$ cat src/rtl/ncc_pkg.sv
// ============================================================================
// Module      : ncc_pkg
// Description : Shared types and constants for the NCC descriptor-load path.
// Revision    : 1.0 - initial release
// ============================================================================
`default_nettype none

package ncc_pkg;

    typedef enum logic [1:0] {
        IDLE  = 2'd0,
        LOAD  = 2'd1,
        FLUSH = 2'd2,
        DONE  = 2'd3
    } state_e;

    localparam int PIXELS_PER_WORD = 4;
    localparam int NUM_PIXELS_DESC = 256;
    localparam int WORDS_PER_DESC  = NUM_PIXELS_DESC / PIXELS_PER_WORD;

    function automatic int words_per_desc(input int num_pixels);
        return num_pixels / PIXELS_PER_WORD;
    endfunction

endpackage

`default_nettype wire

$ cat src/rtl/ncc_counter.sv
// ============================================================================
// Module      : ncc_counter
// Description : Modulo-N up-counter with synchronous clear and count enable.
// Revision    : 1.0 - initial release
// ============================================================================
`default_nettype none

module ncc_counter #(
    parameter int WIDTH  = 2,
    parameter int MODULO = 4
) (
    input  logic             clk,
    input  logic             rst_n,
    input  logic             clr_i,
    input  logic             en_i,
    output logic [WIDTH-1:0] count_o
);

    localparam logic [WIDTH-1:0] c_LAST = WIDTH'(MODULO - 1);

    logic [WIDTH-1:0] count_q;

    always_ff @(posedge clk or negedge rst_n) begin
        if (!rst_n) begin
            count_q <= '0;
        end else if (clr_i) begin
            count_q <= '0;
        end else if (en_i) begin
            count_q <= (count_q == c_LAST) ? '0 : count_q + 1'b1;
        end
    end

    assign count_o = count_q;

endmodule

`default_nettype wire

$ cat src/rtl/pixel_shift_packer.sv
// ============================================================================
// Module      : pixel_shift_packer
// Description : Byte shift register that assembles pixel groups into words.
// Revision    : 1.0 - initial release
// ============================================================================
`default_nettype none

module pixel_shift_packer
    import ncc_pkg::*;
#(
    parameter int PIXEL_WIDTH = 8
) (
    input  logic                                 clk,
    input  logic                                 rst_n,
    input  logic                                 clr_i,
    input  logic                                 shift_en_i,
    input  logic                                 last_byte_i,
    input  logic [PIXEL_WIDTH-1:0]               pixel_i,
    output logic [PIXELS_PER_WORD*PIXEL_WIDTH-1:0] word_o,
    output logic                                 group_done_o
);

    localparam int c_HELD_W = (PIXELS_PER_WORD - 1) * PIXEL_WIDTH;

    // Only the first three bytes are held; the fourth flows straight from the
    // input into the packed word on the group-completing transfer.
    logic [c_HELD_W-1:0] shift_q;

    assign word_o       = {shift_q, pixel_i};
    assign group_done_o = shift_en_i & last_byte_i;

    always_ff @(posedge clk or negedge rst_n) begin
        if (!rst_n) begin
            shift_q <= '0;
        end else if (clr_i) begin
            shift_q <= '0;
        end else if (shift_en_i) begin
            shift_q <= word_o[c_HELD_W-1:0];
        end
    end

endmodule

`default_nettype wire

$ cat src/rtl/desc_word_packer.sv
// ============================================================================
// Module      : desc_word_packer
// Description : Packs a byte-wide descriptor pixel stream into 32-bit words.
// Revision    : 1.0 - initial release
// ============================================================================
`default_nettype none

module desc_word_packer
    import ncc_pkg::*;
#(
    parameter int NUM_PIXELS_DESC = 256,
    parameter int PIXEL_WIDTH     = 8
) (
    input  logic                                            clk,
    input  logic                                            rst_n,
    input  logic                                            desc_start,
    input  logic                                            desc_abort,
    input  logic                                            pixel_valid,
    input  logic [PIXEL_WIDTH-1:0]                          pixel_in,
    output logic                                            pixel_ready,
    output logic                                            desc_data_ready,
    output logic [PIXELS_PER_WORD*PIXEL_WIDTH-1:0]          desc_data_in,
    output logic                                            desc_busy,
    output logic                                            desc_loaded,
    output logic [$clog2(NUM_PIXELS_DESC/PIXELS_PER_WORD):0] word_count
);

    localparam int c_WORDS  = words_per_desc(NUM_PIXELS_DESC);
    localparam int c_WC_W   = $clog2(c_WORDS) + 1;
    localparam int c_BC_W   = $clog2(PIXELS_PER_WORD);
    localparam int c_WORD_W = PIXELS_PER_WORD * PIXEL_WIDTH;

    localparam logic [c_WC_W-1:0] c_LAST_WORD = c_WC_W'(c_WORDS - 1);
    localparam logic [c_BC_W-1:0] c_LAST_BYTE = c_BC_W'(PIXELS_PER_WORD - 1);

    state_e              state_q;
    logic                pixel_ready_q;
    logic                data_ready_q;
    logic [c_WORD_W-1:0] data_q;
    logic                busy_q;
    logic                loaded_q;

    logic [c_BC_W-1:0]   w_byte_cnt;
    logic [c_WC_W-1:0]   w_word_cnt;
    logic [c_WORD_W-1:0] w_packed;
    logic                w_group_done;
    logic                w_abort;
    logic                w_clr;
    logic                w_shift;

    // Abort outranks any coincident transfer; start wins only from IDLE.
    assign w_abort = desc_abort & (state_q != IDLE);
    assign w_clr   = ((state_q == IDLE) & desc_start) | w_abort;
    assign w_shift = pixel_valid & pixel_ready_q & ~w_abort;

    ncc_counter #(
        .WIDTH  (c_BC_W),
        .MODULO (PIXELS_PER_WORD)
    ) u_byte_cnt (
        .clk     (clk),
        .rst_n   (rst_n),
        .clr_i   (w_clr),
        .en_i    (w_shift),
        .count_o (w_byte_cnt)
    );

    ncc_counter #(
        .WIDTH  (c_WC_W),
        .MODULO (c_WORDS + 1)
    ) u_word_cnt (
        .clk     (clk),
        .rst_n   (rst_n),
        .clr_i   (w_clr),
        .en_i    (w_group_done),
        .count_o (w_word_cnt)
    );

    pixel_shift_packer #(
        .PIXEL_WIDTH (PIXEL_WIDTH)
    ) u_packer (
        .clk          (clk),
        .rst_n        (rst_n),
        .clr_i        (w_clr),
        .shift_en_i   (w_shift),
        .last_byte_i  (w_byte_cnt == c_LAST_BYTE),
        .pixel_i      (pixel_in),
        .word_o       (w_packed),
        .group_done_o (w_group_done)
    );

    always_ff @(posedge clk or negedge rst_n) begin
        if (!rst_n) begin
            state_q       <= IDLE;
            pixel_ready_q <= 1'b0;
            data_ready_q  <= 1'b0;
            data_q        <= '0;
            busy_q        <= 1'b0;
            loaded_q      <= 1'b0;
        end else begin
            data_ready_q <= 1'b0;
            loaded_q     <= 1'b0;
            case (state_q)
                IDLE: begin
                    if (desc_start) begin
                        state_q       <= LOAD;
                        pixel_ready_q <= 1'b1;
                        busy_q        <= 1'b1;
                    end
                end
                LOAD: begin
                    if (w_abort) begin
                        state_q       <= IDLE;
                        pixel_ready_q <= 1'b0;
                        busy_q        <= 1'b0;
                    end else if (w_group_done) begin
                        data_q       <= w_packed;
                        data_ready_q <= 1'b1;
                        if (w_word_cnt == c_LAST_WORD) begin
                            state_q       <= FLUSH;
                            pixel_ready_q <= 1'b0;
                        end
                    end
                end
                FLUSH: begin
                    state_q <= w_abort ? IDLE : DONE;
                    busy_q  <= 1'b0;
                end
                DONE: begin
                    // Completion pulse is registered out of DONE, so it
                    // appears two cycles after the final word strobe.
                    state_q  <= IDLE;
                    loaded_q <= ~desc_abort;
                end
                default: begin
                    state_q       <= IDLE;
                    pixel_ready_q <= 1'b0;
                    busy_q        <= 1'b0;
                end
            endcase
        end
    end

    assign pixel_ready     = pixel_ready_q;
    assign desc_data_ready = data_ready_q;
    assign desc_data_in    = data_q;
    assign desc_busy       = busy_q;
    assign desc_loaded     = loaded_q;
    assign word_count      = w_word_cnt;

endmodule

`default_nettype wire
$ cat config.mk
export PLATFORM = sky130hd
export DESIGN_NAME = desc_word_packer
export DESIGN_NICKNAME = d
export VERILOG_FILES = /design/src/rtl/ncc_pkg.sv /design/src/rtl/ncc_counter.sv /design/src/rtl/pixel_shift_packer.sv /design/src/rtl/desc_word_packer.sv
export SDC_FILE = /design/constraint.sdc
export NUM_CORES = 1
export LEC_CHECK = 0
export ABC_AREA = 1
export BUFFER_PORTS_ARGS = -buffer_cell sky130_fd_sc_hd__buf_2
export CAP_MARGIN = 15
export CORE_ASPECT_RATIO = 1.25
export CORE_MARGIN = 2
export CORE_UTILIZATION = 26
export DETAILED_ROUTE_END_ITERATION = 12
export GPL_TIMING_DRIVEN = 0
export HOLD_SLACK_MARGIN = 0.03
export SLEW_MARGIN = 20
export SYNTH_ARGS = -nofsm -noshare
export SYNTH_HDL_FRONTEND = slang
export SYNTH_HIERARCHICAL = 1
export SYNTH_SLANG_ARGS = --single-unit
$ cat constraint.sdc
create_clock -name clk -period 3.2 [get_ports clk]
set_input_delay 0.64 -clock clk [delete_from_list [all_inputs] [get_ports clk]]
set_output_delay 0.64 -clock clk [all_outputs]
set_load 0.05 [all_outputs]
## Word-level counts from Yosys, hierarchy flattened

Cells that the tools add are included.

| operators by class | value |
|---|---|
| add/sub/neg operators | 2 |
| multipliers | 0 |
| div/mod/pow operators | 0 |
| order comparisons | 0 |
| eq/ne operators | 10 |
| shift-type cells | 0 |
| mux-type cells | 25 |
| bitwise logic cells | 8 |
| reduce and logical (&&, ||, !) cells | 10 |

Operators with widths:

| operator | count |
|---|---|
| 2-to-1 mux 24 bit | 2 |
| 2-to-1 mux 7 bit | 3 |
| 2-to-1 mux 2 bit | 8 |
| 2-to-1 mux 1 bit | 9 |
| AND reduction 3 bit | 3 |
| one-hot mux 2 bit (4 select lines) | 1 |
| nonzero test 2 bit | 4 |
| adder 7 x 1 -> 7 bit (second input constant) | 1 |
| equality test 7 x 6 -> 1 bit (second input constant) | 1 |
| equality test 7 bit (second input constant) | 1 |
| equality test 2 bit (second input constant) | 3 |
| AND 1 bit | 5 |
| inequality test 2 bit (second input constant) | 2 |
| AND reduction 4 bit | 1 |
| inequality test 3 x 2 -> 1 bit (second input constant) | 1 |
| inequality test 3 bit (second input constant) | 1 |
| one-hot mux 1 bit (3 select lines) | 1 |
| nonzero test 3 bit | 1 |
| adder 2 x 1 -> 2 bit (second input constant) | 1 |
| equality test 2 x 1 -> 1 bit (second input constant) | 1 |
| zero test 2 bit | 1 |
| inverter 1 bit | 2 |
| one-hot mux 1 bit (2 select lines) | 1 |
| bitwise OR 1 bit | 1 |

| word-level totals | value |
|---|---|
| flip-flop bits (word level) | 71 |
| latch bits | 0 |
| bits in writable memories | 0 |
| memory bits (read-only) | 0 |
| output and inout port bits | 43 |
| memories kept | 0 |

## Depth between registers and ports, before layout

Gate-level depths: netlist of run 1.

| logic depth | value |
|---|---|
| depth in word-level cells | 8 |
| gate-level depth with buffers | 16 |
| mapped depth without buffers | 14 |

## Modules after synthesis

The synthesis of run 1 kept the hierarchy.

Modules (own cells, without submodules):

| module | times used | cells each | area each (sq um) | sequential area each (sq um) |
|---|---|---|---|---|
| desc_word_packer | 1 | 188 | 1649.1 | 950.9 |
| pixel_shift_packer | 1 | 115 | 1171.1 | 600.6 |
| ncc_counter at u_word_cnt | 1 | 60 | 434.2 | 175.2 |
| ncc_counter at u_byte_cnt | 1 | 12 | 101.3 | 50.0 |

## Least setup slack after synthesis of run 1

Ideal clock, no wire load.

| path | value |
|---|---|
| kind | reg2reg |
| start point | reg state_q[0] |
| end point | reg state_q[1] |
| data arrival time | 2.035 ns |
| data required time | 3.073 ns |
| path slack | 1.037 ns |
| stages on the path, launching flop included | 16 |
| buffers on the path | 2 |
| clock period less this slack | 2.163 ns |
| path through | dfrtp_1 inv_1 ha_1 nor2_2 nor2_1 buf_6 buf_6 nand2_1 inv_1 nand2_1 nor2_1 nand2_1 nand2_1 nand2_1 nand2_1 o21ai_0 |

| between the ends | value |
|---|---|
| longest elaborated chain between the ends | 7 |
| elaborated cells between the ends (all ways) | 16 |
| those cells by class | 6 x eq/ne; 3 x mux; 4 x bitwise; 3 x reduce/logical |

Ends and longest elaborated chain:

| element | RTL line | RTL |
|---|---|---|
| from (decl) | desc_word_packer.sv:36 | `state_e state_q;` |
| from (signal assigned) | desc_word_packer.sv:125 | `state_q <= w_abort ? IDLE : DONE;` |
| nonzero test 2 bit | desc_word_packer.sv:52 | `assign w_abort = desc_abort & (state_q != IDLE);` |
| AND 1 bit | desc_word_packer.sv:52 |  |
| inverter 1 bit (no source line) | - |  |
| AND 1 bit | desc_word_packer.sv:54 | `assign w_shift = pixel_valid & pixel_ready_q & ~w_abort;` |
| via w_shift | desc_word_packer.sv:49 | `logic w_shift;` |
| AND 1 bit | pixel_shift_packer.sv:30 | `assign group_done_o = shift_en_i & last_byte_i;` |
| via w_group_done | desc_word_packer.sv:46 | `logic w_group_done;` |
| inequality test 3 x 2 -> 1 bit (no source line) | - |  |
| AND reduction 3 bit (no source line) | - |  |

The timed path passes the listed nets, and every way through them passes these cells.
A chain may end at the register's enable or synchronous reset.

## Worst setup path after layout of run 1

| path | value |
|---|---|
| start point | reg state_q[0] |
| end point | reg state_q[0] |

The elaborated chain is that of the path after synthesis.

==> impl_summary.log, run 1 <==
[metrics] effective utilization at floorplan: 26.5%
[metrics] CTS H-Tree Depth: 3
[metrics] global-route wire length before repair: 12.2 mm
[metrics] Final Max Slew Viols: 0
[metrics] Post-synth EDFFs: 0
[metrics] cell with the most instances after synthesis: sky130_fd_sc_hd__nand2_1
[metrics] worst-path maximum fanout: 10
[metrics] residual antenna-violating net count after detailed routing: 0
[metrics] core box area: 12,700 µm²
[metrics] via-per-instance ratio: 4.06
[metrics] final net count: 462
[metrics] via count of the first global-routing pass: 2,471
[metrics] share of async-settable or async-resettable flops after synthesis: 100%
[metrics] sum of negative setup slack: 0 ps
[metrics] number of sinks on the clock net: 71
[metrics] vertical extent of the die: 131 µm
[metrics] cell row count: 46
[metrics] setup repair after global routing missed its margin: no
[metrics] maximum number of pins on one net before global-route repair: 43
[metrics] P&R area growth vs syn: 26.5%
[metrics] overall die width: 106 µm
[metrics] total setup buffers inserted after CTS: 0
[metrics] power per cell area: 697 nW/µm²
[metrics] cells taking the most area after synthesis: sky130_fd_sc_hd__dfrtp_1 (53%), sky130_fd_sc_hd__nand2_1 (19%), sky130_fd_sc_hd__nand3_2 (6.0%)
[metrics] number of optimization iterations in the first detailed-route pass: 4
[metrics] number of distinct library cell variants in the gate-level netlist after synthesis: 25
[metrics] share of the cycle needed by the critical path after routing: 81.3%
[metrics] Worst Path Class, Setup: reg -> reg
[metrics] HPWL Detailed: 5.45 mm
[metrics] post-synthesis sequential area ratio: 52.9%
[metrics] # port buffers: 55
[metrics] average wire per standard cell: 12.0 µm
[metrics] synthesized area divided by synthesized cell count: 8.95 µm²
[metrics] Max Freq: 385 MHz
[metrics] overall fraction of global-route tracks in use: 11.1%
[metrics] Worst Tran Pin Value: 474 ps
[metrics] initial antenna violation count: 0
[metrics] clock-pin transition on the worst setup and hold timing paths: 60 ps
[metrics] Synth Flop Type: sky130_fd_sc_hd__dfrtp_1
[metrics] time the final worst path needs with I/O delays and setup: 2600 ps
[metrics] number of instances in the synthesized netlist: 375
[metrics] total wire length: 7.41 mm
[metrics] ranking of synthesized cells by instance count: sky130_fd_sc_hd__nand2_1 (169), sky130_fd_sc_hd__dfrtp_1 (71), sky130_fd_sc_hd__inv_1 (25)
[metrics] endpoints failing hold: 0
[metrics] synthesis-stage register bit count: 71
[metrics] worst-case headroom to the max-slew limit: 68.4%
[metrics] floorplan die area: 13,800 µm²
[metrics] slack of the worst reg-to-reg path: 600 ps
[metrics] fraction of post-synthesis cell area in the top cell type by area: 52.9%
[metrics] TritonCTS buffer count: 9
[metrics] I/O pins: 56
[metrics] required arrival time at the worst endpoint: 3410 ps
[metrics] arrival time at the worst endpoint: 2810 ps
[metrics] leakage dissipation: 2.38 nW
[metrics] total standard cell area after synthesis: 3360 µm²
[metrics] post-synth top area cell: sky130_fd_sc_hd__dfrtp_1
[metrics] path class of the lowest-slack min-delay path: in -> async
[metrics] buffer levels on the longest clock path: 2
[metrics] Synth warnings: 6
[metrics] Maximum Capacitance Violations: 0
[metrics] Post-Route Skew: 5.83 ps
[metrics] violation count after the first detailed-route iteration: 127
[metrics] Remaining DRCs: 0
[metrics] number of setup violations in the final report: 0
[metrics] residual overflow from global routing: 0
[metrics] Layout Utilization: 33.5%
[metrics] result of the run: finished, final reports clean
[metrics] launching element type of the critical path: register
[metrics] syn_nets: 395
[metrics] VDD IR max: 0.000242 V
[metrics] TritonCTS clock tree: yes
[metrics] CTS root buf: sky130_fd_sc_hd__clkbuf_16
[metrics] routability-driven placement congestion ratio: 0.772
[metrics] total number of vias: 2,497
[metrics] Hold-fix buffers, CTS: 0
[metrics] clock insertion delay at the later pin of the skew report: 330 ps
[metrics] share of post-route cells with drive strength above 1: 29.8%
[metrics] type of element capturing the critical path: register
[metrics] Diodes inserted: 0
[metrics] Design Power: 2.96 mW
[metrics] post-cts resize count: 0
[placed cells by master (no fill, tap or decap), types with 3 or more instances in the layout]
cell type,count
sky130_fd_sc_hd__nor2_2,3
sky130_fd_sc_hd__buf_2,54
sky130_fd_sc_hd__buf_6,9
sky130_fd_sc_hd__ha_1,7
sky130_fd_sc_hd__nor2_1,16
sky130_fd_sc_hd__bufinv_16,4
sky130_fd_sc_hd__buf_4,12
sky130_fd_sc_hd__nand2_1,169
sky130_fd_sc_hd__nand3_2,20
sky130_fd_sc_hd__o21ai_0,7
sky130_fd_sc_hd__dfrtp_1,71
sky130_fd_sc_hd__inv_1,25
sky130_fd_sc_hd__nand2_2,11
sky130_fd_sc_hd__clkbuf_16,9
sky130_fd_sc_hd__nand3_1,11
[cells by family (layout without fill, tap and decap cells)]
group           after synthesis  after routing  synth area share [%]
compound gates               11             11                  1.79
simple gates                236            236                  32.9
buf+inv                      48            120                  9.25
fa+ha+maj                     7              7                  2.61
xor+xnor                      2              2                 0.522
flops                        71             71                  52.9
[per-layer routing]
layer	track usage [%]	wire (µm)	vias up	part of all wire (%)
met5	0	0	-	0
met4	5.65	119	0	1.6
met3	2.83	330	6	4.5
met2	18.6	3710	36	50
met1	13.5	3250	1175	44
li1	-	-	1280	-
[worst paths after layout]
kind | startpoint | endpoint | cells past startpoint
min in group clk | desc_data_in[21] | desc_data_in[21] | 2
max | state_q[0] | state_q[0] | 15
max in group asynchronous | rst_n | u_word_cnt/count_o[2] | 2
min | rst_n | desc_data_in[8] | 1
max reg2reg | state_q[0] | state_q[0] | 15
min reg2reg | desc_data_in[21] | desc_data_in[21] | 2
[cell type report]
| type | instances | area (µm²) |
|---|---|---|
| buffer | 21 | 204 |
| clock buffer | 11 | 253 |
| clock inverter | 5 | 128 |
| fill | 1336 | 8420 |
| inverter | 27 | 106 |
| multi-input combinational | 256 | 1270 |
| sequential | 71 | 1780 |
| tap | 168 | 210 |
| timing repair buffer | 56 | 298 |
[state kept, by name (all words and copies together), names as in the netlist]
signal and flops:
desc_data_in 32, u_packer/shift_q 24, u_word_cnt/count_o 7, state_q 2, u_byte_cnt/count_o 2, desc_busy 1
desc_data_ready 1, desc_loaded 1, pixel_ready 1
[report_power, final]
part / switching (mW) / total (mW) / internal, mW
Sequential: 0.0616 / 1.02 / 0.962
Clock: 0.366 / 1.25 / 0.882
Combinational: 0.465 / 0.686 / 0.222
[through the flow]
stage / cell area [µm²] / hold WS [ps] / setup slack (ps) / cells
after detailed placement: 3860 / 460 / 612 / 599
final: 4240 / 247 / 600 / 615
after floorplan: 3360 / 344 / 1040 / 375
after global routing: 4240 / 266 / 360 / 615
after global placement: 3840 / 460 / 681 / 598
after CTS: 4240 / 252 / 628 / 615
[critical path: stages (launching register included)]
cell	delay [ps]
sky130_fd_sc_hd__dfrtp_1	430
sky130_fd_sc_hd__inv_1	110
sky130_fd_sc_hd__ha_1	280
sky130_fd_sc_hd__nor2_2	90
sky130_fd_sc_hd__nor2_1	300
sky130_fd_sc_hd__buf_6	230
sky130_fd_sc_hd__buf_6	180
sky130_fd_sc_hd__nand2_1	60
sky130_fd_sc_hd__inv_1	190
sky130_fd_sc_hd__nand2_1	80
sky130_fd_sc_hd__nor2_1	90
sky130_fd_sc_hd__nand2_1	50
sky130_fd_sc_hd__nand2_1	90
sky130_fd_sc_hd__nand2_1	110
sky130_fd_sc_hd__nand2_1	90
sky130_fd_sc_hd__o21ai_0	80
Note: power is estimated with default switching activity, not from simulation.
==> run 2, diff against run 1 <==
==> constraint.sdc (replaced) <==
create_clock -name clk -period 2.6 [get_ports clk]
set_input_delay 0.52 -clock clk [delete_from_list [all_inputs] [get_ports clk]]
set_output_delay 0.52 -clock clk [all_outputs]
set_load 0.05 [all_outputs]
==> run 2 against run 1 <==
Against the previous run:
- hold slack got worse by 120 ps
- count of clock-buffer cells in the layout unchanged
- combinational power increased by 25%
- maximum frequency increased by 9.7%
- first-iteration DRC count increased by 10%
- setup slack got worse by 370 ps
- clock skew about the same
- clock power increased by 23%
- routed wire length increased by 0.24%
- global-route usage unchanged
- power increased by 23%
- flip-flop and latch count unchanged
- critical path type unchanged
- largest cell class unchanged
==> impl_summary.log, run 2 (synthesized netlist as in run 1, its figures left out) <==
[metrics] number of setup violations in the final report: 0 (unchanged)
[metrics] Layout Utilization: 33.6% (was 33.5%)
[metrics] Post-Route Skew: 6.00 ps (was 5.83 ps)
[metrics] flip-flop count of the largest register after layout: 32 (unchanged)
[metrics] via count of the first global-routing pass: 2,471 (unchanged)
[metrics] post-cts resize count: 0 (unchanged)
[metrics] residual antenna-violating net count after detailed routing: 0 (unchanged)
[metrics] Worst Tran Pin Value: 475 ps (was 474 ps)
[metrics] initial antenna violation count: 0 (unchanged)
[metrics] share of post-route cells with drive strength above 1: 30.4% (was 29.8%)
[metrics] overall fraction of global-route tracks in use: 11.1% (unchanged)
[metrics] cell at the slowest stage of the critical path: sky130_fd_sc_hd__dfrtp_1 (unchanged)
[metrics] P&R area growth vs syn: 26.6% (was 26.5%)
[metrics] CTS H-Tree Depth: 3 (unchanged)
[metrics] Hold-fix buffers, CTS: 0 (unchanged)
[metrics] buffer levels on the longest clock path: 2 (unchanged)
[metrics] total setup buffers inserted after CTS: 0 (unchanged)
[metrics] sequential power share: 34.5% (was 34.6%)
[metrics] arrival time at the worst endpoint: 2580 ps (was 2810 ps)
[metrics] required arrival time at the worst endpoint: 2810 ps (was 3410 ps)
[metrics] number of optimization iterations in the first detailed-route pass: 4 (unchanged)
[metrics] uppermost metal layer occupied by signal nets: met4 (unchanged)
[metrics] sum of negative setup slack: 0 ps (unchanged)
[metrics] violation count after the first detailed-route iteration: 140 (was 127)
[metrics] worst-path maximum fanout: 10 (unchanged)
[metrics] total number of vias: 2,510 (was 2,497)
[metrics] floorplan die area: 13,800 µm² (unchanged)
[metrics] CP delay by family, top: simple AND/OR/NAND/NOR gates (unchanged)
[metrics] I/O pins: 56 (unchanged)
[metrics] # port buffers: 55 (unchanged)
[metrics] Internal Pwr Total: 2.55 mW (was 2.07 mW)
[metrics] residual overflow from global routing: 0 (unchanged)
[metrics] global-route wire length before repair: 12.2 mm (unchanged)
[metrics] Diodes inserted: 0 (unchanged)
[metrics] total wire length: 7.42 mm (was 7.41 mm)
[metrics] path class of the lowest-slack min-delay path: in -> async (unchanged)
[metrics] Post-Route M1 WL: 3.22 mm (was 3.25 mm)
[metrics] time the final worst path needs with I/O delays and setup: 2370 ps (was 2600 ps)
[metrics] leakage dissipation: 2.38 nW (about the same)
[metrics] TritonCTS buffer count: 9 (unchanged)
[metrics] most frequent cells in the layout: sky130_fd_sc_hd__nand2_1 (169), sky130_fd_sc_hd__dfrtp_1 (71), sky130_fd_sc_hd__buf_2 (54) (unchanged)
[metrics] power per cell area: 860 nW/µm² (was 697 nW/µm²)
[metrics] Remaining DRCs: 0 (unchanged)
[metrics] longest individual stage delay on the worst path: 430 ps (about the same)
[metrics] crit-path cells: inv_1 -> ha_2 -> nor2_2 -> nor2_2 -> buf_6 -> buf_6 -> nand2_1 -> inv_2 -> nand2_1 -> nor2_1 -> nand2_1 -> nand2_1 -> nand2_1 -> nand2_1 -> o21ai_0 (was inv_1 -> ha_1 -> nor2_2 -> nor2_1 -> buf_6 -> buf_6 -> nand2_1 -> inv_1 -> nand2_1 -> nor2_1 -> nand2_1 -> nand2_1 -> nand2_1 -> nand2_1 -> o21ai_0)
[metrics] clock-pin transition on the worst setup and hold timing paths: 60 ps (about the same)
[metrics] result of the run: finished, final reports clean (unchanged)
[metrics] number of sinks on the clock net: 71 (unchanged)
[metrics] TritonCTS clock tree: yes (unchanged)
[metrics] routability-driven placement congestion ratio: 0.772 (unchanged)
[metrics] launching element type of the critical path: register (unchanged)
[metrics] final net count: 462 (unchanged)
[metrics] Worst Path Class, Setup: reg -> reg (unchanged)
[metrics] CTS root buf: sky130_fd_sc_hd__clkbuf_16 (unchanged)
[metrics] most common library cell in the layout ignoring fill and taps: sky130_fd_sc_hd__nand2_1 (unchanged)
[metrics] most used cell along the critical path: sky130_fd_sc_hd__nand2_1 (unchanged)
[metrics] buffering stage count on the worst path with inverters included: 4 (unchanged)
[metrics] average wire per standard cell: 12.1 µm (was 12.0 µm)
[metrics] overall die width: 106 µm (unchanged)
[metrics] type of element capturing the critical path: register (unchanged)
[metrics] cell row count: 46 (unchanged)
[metrics] setup repair after global routing missed its margin: no (unchanged)
[metrics] Max Freq: 422 MHz (was 385 MHz)
[metrics] share of the cycle needed by the critical path after routing: 91.2% (was 81.3%)
[metrics] VDD IR max: 0.000298 V (was 0.000242 V)
[metrics] Maximum Capacitance Violations: 0 (unchanged)
[metrics] core box area: 12,700 µm² (unchanged)
[metrics] routed wire length on met3: 359 µm (was 330 µm)
[metrics] Sw Pwr: 1.10 mW (was 892 µW)
[metrics] clock insertion delay at the later pin of the skew report: 330 ps (about the same)
[metrics] effective utilization at floorplan: 26.5% (unchanged)
[metrics] worst-case headroom to the max-slew limit: 68.3% (was 68.4%)
[metrics] via-per-instance ratio: 4.08 (was 4.06)
[metrics] HPWL Detailed: 5.45 mm (unchanged)
[metrics] share of total power in the clock network: 42.1% (was 42.2%)
[metrics] switching share of power: 30.2% (about the same)
[metrics] share of total power in combinational logic: 23.5% (was 23.2%)
[metrics] Design Power: 3.65 mW (was 2.96 mW)
[metrics] endpoints failing hold: 0 (unchanged)
[metrics] routed wire length on met2: 3.72 mm (was 3.71 mm)
[metrics] maximum number of pins on one net before global-route repair: 43 (unchanged)
[metrics] vertical extent of the die: 131 µm (unchanged)
[metrics] Final Max Slew Viols: 0 (unchanged)
==> run 2: final cells by class <==
type / instances / area (µm²)
clock inverter: 5 / 128
timing repair buffer: 56 / 298
tap: 168 / 210
sequential: 71 / 1780
multi-input combinational: 256 / 1270
inverter: 27 / 106
clock buffer: 11 / 253
buffer: 21 / 204
fill: 1339 / 8410
==> run 2: per-layer routing <==
layer  vias to the layer above  GRT usage, %
li1                       1281             -
met2                        43          18.6
met5                         -             0
met4                         0          5.65
met1                      1178          13.5
met3                         8          2.83
==> run 2: power by group through the flow <==
| stage | Combinational [mW] | Clock [mW] | Sequential, mW |
|---|---|---|---|
| 3_5_place_dp | 0.847 | 0 | 1.28 |
| 3_3_place_gp | 0.821 | 0 | 1.27 |
| 4_1_cts | 0.852 | 1.57 | 1.26 |
| 2_1_floorplan | 0.579 | 0 | 1.33 |
| 6_report | 0.858 | 1.54 | 1.26 |
| 5_1_grt | 0.943 | 1.63 | 1.27 |
==> run 2: worst paths after layout <==
| check | startpoint | to | slack, ps | cells after the start |
|---|---|---|---|---|
| min in group clk | desc_abort | desc_loaded | 420 | 2 |
| worst max register to register | state_q[0] | state_q[0] | 230 | 15 |
| max in group asynchronous | rst_n | u_word_cnt/count_o[2] | 1910 | 2 |
| worst min register to register | desc_data_in[21] | desc_data_in[21] | 470 | 2 |
| worst max-delay path | state_q[0] | state_q[0] | 230 | 15 |
| worst min-delay path | rst_n | desc_data_in[8] | 130 | 1 |
==> run 2: metrics by stage <==
| stage | area [µm²] | instances | hold slack (ps) | worst slack [ps] |
|---|---|---|---|---|
| after floorplan | 3360 | 375 | 224 | 437 |
| after global placement | 3840 | 598 | 460 | 161 |
| after detailed placement | 3860 | 599 | 460 | 38.1 |
| after CTS | 4240 | 615 | 132 | 27.7 |
| after global routing | 4250 | 615 | 146 | 11.9 |
| final | 4250 | 615 | 128 | 229 |
==> run 3, diff against run 2 <==
--- a/config.mk
+++ b/config.mk
@@ -14,6 +14,7 @@
 export DETAILED_ROUTE_END_ITERATION = 12
 export GPL_TIMING_DRIVEN = 0
 export HOLD_SLACK_MARGIN = 0.03
+export PLACE_DENSITY = 0.52
 export SLEW_MARGIN = 20
 export SYNTH_ARGS = -nofsm -noshare
 export SYNTH_HDL_FRONTEND = slang
==> run 3 against run 2 <==
Against the previous run:
- clock power down 17%
- hold slack worse by 4.6 ps
- global-route usage up 0.14 points
- power down 7.4%
- die area unchanged
- utilization down 0.47 points
- clock skew down 1.6 ps
- count of clock-buffer cells in the layout down 2
- first-iteration DRC count down 31%
- non-clock buffer count unchanged
- combinational power down 2%
==> impl_summary.log, run 3 (synthesized netlist as in run 1, its figures left out) <==
[metrics] result of the run: finished, final reports clean (unchanged)
[metrics] total number of vias: 2,520 (was 2,510)
[metrics] maximum number of pins on one net before global-route repair: 44 (was 43)
[metrics] clock-pin transition on the worst setup and hold timing paths: 60 ps (about the same)
[metrics] overall fraction of global-route tracks in use: 11.3% (was 11.1%)
[metrics] longest individual stage delay on the worst path: 410 ps (was 430 ps)
[metrics] total setup buffers inserted after CTS: 0 (unchanged)
[metrics] Final Max Slew Viols: 0 (unchanged)
[metrics] overall die width: 106 µm (unchanged)
[metrics] number of setup violations in the final report: 0 (unchanged)
[metrics] path class of the lowest-slack min-delay path: in -> async (unchanged)
[metrics] # port buffers: 55 (unchanged)
[metrics] cell row count: 46 (unchanged)
[metrics] total wire length: 7.39 mm (was 7.42 mm)
[metrics] power per cell area: 807 nW/µm² (was 860 nW/µm²)
[metrics] P&R area growth vs syn: 24.8% (was 26.6%)
[metrics] via count of the first global-routing pass: 2,546 (was 2,471)
[metrics] vertical extent of the die: 131 µm (unchanged)
[metrics] setup repair after global routing missed its margin: no (unchanged)
[metrics] most used cell along the critical path: sky130_fd_sc_hd__nand2_1 (unchanged)
[metrics] most common library cell in the layout ignoring fill and taps: sky130_fd_sc_hd__nand2_1 (unchanged)
[metrics] clock insertion delay at the later pin of the skew report: 330 ps (about the same)
[metrics] number of sinks on the clock net: 71 (unchanged)
[metrics] global-route wire length before repair: 12.4 mm (was 12.2 mm)
[metrics] type of element capturing the critical path: register (unchanged)
[metrics] core box area: 12,700 µm² (unchanged)
[metrics] Worst Tran Pin Value: 452 ps (was 475 ps)
[metrics] crit-path cells: inv_1 -> ha_2 -> nor2_2 -> nor2_2 -> buf_6 -> buf_6 -> nand2_1 -> inv_1 -> nand2_1 -> nor2_1 -> nand2_1 -> nand2_1 -> nand2_1 -> o21ai_0 (was inv_1 -> ha_2 -> nor2_2 -> nor2_2 -> buf_6 -> buf_6 -> nand2_1 -> inv_2 -> nand2_1 -> nor2_1 -> nand2_1 -> nand2_1 -> nand2_1 -> nand2_1 -> o21ai_0)
[metrics] arrival time at the worst endpoint: 2610 ps (was 2580 ps)
[metrics] worst hold-check slack: 124 ps (was 128 ps)
[metrics] worst-path maximum fanout: 10 (unchanged)
[metrics] endpoints failing hold: 0 (unchanged)
[metrics] post-route cell area: 4190 µm² (was 4250 µm²)
[metrics] average wire per standard cell: 12.0 µm (was 12.1 µm)
[metrics] flip-flop count of the largest register after layout: 32 (unchanged)
[metrics] number of optimization iterations in the first detailed-route pass: 4 (unchanged)
[metrics] effective utilization at floorplan: 26.5% (unchanged)
[metrics] Internal Pwr Total: 2.29 mW (was 2.55 mW)
[metrics] time the final worst path needs with I/O delays and setup: 2380 ps (was 2370 ps)
[metrics] share of the cycle needed by the critical path after routing: 91.4% (was 91.2%)
[metrics] residual overflow from global routing: 0 (unchanged)
[metrics] Sw Pwr: 1.09 mW (was 1.10 mW)
[metrics] area after detailed placement: 3870 µm² (was 3860 µm²)
[metrics] sequential power share: 37.3% (was 34.5%)
[metrics] sum of negative setup slack: 0 ps (unchanged)
[metrics] required arrival time at the worst endpoint: 2830 ps (was 2810 ps)
[metrics] initial antenna violation count: 0 (unchanged)
[metrics] share of post-route cells with drive strength above 1: 30.2% (was 30.4%)
[metrics] Maximum Capacitance Violations: 0 (unchanged)
[metrics] I/O pins: 56 (unchanged)
[metrics] TritonCTS clock tree: yes (unchanged)
[metrics] violation count after the first detailed-route iteration: 97 (was 140)
[metrics] HPWL Detailed: 5.45 mm (about the same)
[metrics] final net count: 462 (unchanged)
[metrics] routability-driven placement congestion ratio: 0.807 (was 0.772)
[metrics] Max Freq: 421 MHz (was 422 MHz)
[metrics] share of total power in the clock network: 37.9% (was 42.1%)
[metrics] CTS root buf: sky130_fd_sc_hd__clkbuf_16 (unchanged)
[metrics] via-per-instance ratio: 4.10 (was 4.08)
[metrics] worst-case headroom to the max-slew limit: 69.9% (was 68.3%)
[metrics] buffer levels on the longest clock path: 2 (unchanged)
[metrics] most frequent cells in the layout: sky130_fd_sc_hd__nand2_1 (169), sky130_fd_sc_hd__dfrtp_1 (71), sky130_fd_sc_hd__buf_2 (54) (unchanged)
[metrics] CP delay by family, top: simple AND/OR/NAND/NOR gates (unchanged)
[metrics] share of total power in combinational logic: 24.8% (was 23.5%)
[metrics] floorplan die area: 13,800 µm² (unchanged)
[metrics] TritonCTS buffer count: 9 (unchanged)
[metrics] VDD IR max: 0.000341 V (was 0.000298 V)
[metrics] residual antenna-violating net count after detailed routing: 0 (unchanged)
[metrics] cell at the slowest stage of the critical path: sky130_fd_sc_hd__dfrtp_1 (unchanged)
[metrics] Remaining DRCs: 0 (unchanged)
[metrics] launching element type of the critical path: register (unchanged)
[metrics] switching share of power: 32.2% (was 30.2%)
[metrics] buffering stage count on the worst path with inverters included: 4 (unchanged)
[metrics] leakage dissipation: 2.35 nW (was 2.38 nW)
[metrics] Filler cells: 1,383 (was 1,339)
[metrics] Post-Route Skew: 4.43 ps (was 6.00 ps)
[metrics] Worst Path Class, Setup: reg -> reg (unchanged)
[metrics] CTS H-Tree Depth: 3 (unchanged)
[metrics] Diodes inserted: 0 (unchanged)
[run 3: worst paths after layout]
kind / to / start / slack [ps] / depth (start not counted)
max reg2reg: state_q[1] / state_q[0] / 220 / 14
min: desc_data_in[15] / rst_n / 120 / 1
min in group clk: desc_loaded / desc_abort / 390 / 2
max: state_q[1] / state_q[0] / 220 / 14
min reg2reg: desc_data_in[14] / desc_data_in[14] / 470 / 2
max in group asynchronous: u_word_cnt/count_o[1] / rst_n / 1930 / 2
[run 3: what timing repair did]
| action | CTS | global route |
|---|---|---|
| hold buffers | 0 | 0 |
| setup endpoints to repair | 0 | 8 |
| gates resized for setup | 0 | 2 |
[run 3: layer usage]
metal / part of all wire, % / global-route usage, % / vias to the layer above
met5: 0 / 0 / -
li1: - / - / 1285
met4: 1.6 / 5.34 / 0
met1: 44 / 13.7 / 1184
met2: 50 / 18.9 / 44
met3: 4.7 / 2.78 / 7
[run 3: through the flow]
| step | cells | utilization (%) | total power, mW | worst slack, ps |
|---|---|---|---|---|
| floorplan | 375 | - | 1.91 | 437 |
| global placement | 598 | 30.3 | 2.10 | 145 |
| detailed placement | 599 | 30.6 | 2.12 | 97.5 |
| CTS | 615 | 33.0 | 3.43 | 55.1 |
| global route | 615 | 33.1 | 3.57 | 15.3 |
| finish | 615 | 33.1 | 3.38 | 223 |
[run 3: final cells by class]
cell class              count  area [µm²]  area share, %
flip-flops and latches     71        1780           42.4
inverters                  27         106           2.54
clock inverters             7        87.6           2.09
well taps                 168         210           5.02
repair buffers             56         305           7.29
clock buffers               9         225           5.38
multi-input cells         256        1270           30.4
plain buffers              21         204           4.87
[run 3: power by group through the flow]
stage	sequential [mW]	clock, mW	combinational [mW]
finish	1.26	1.28	0.840
detailed placement	1.28	0	0.837
CTS	1.26	1.33	0.844
global placement	1.28	0	0.823
floorplan	1.33	0	0.579
global route	1.27	1.36	0.930
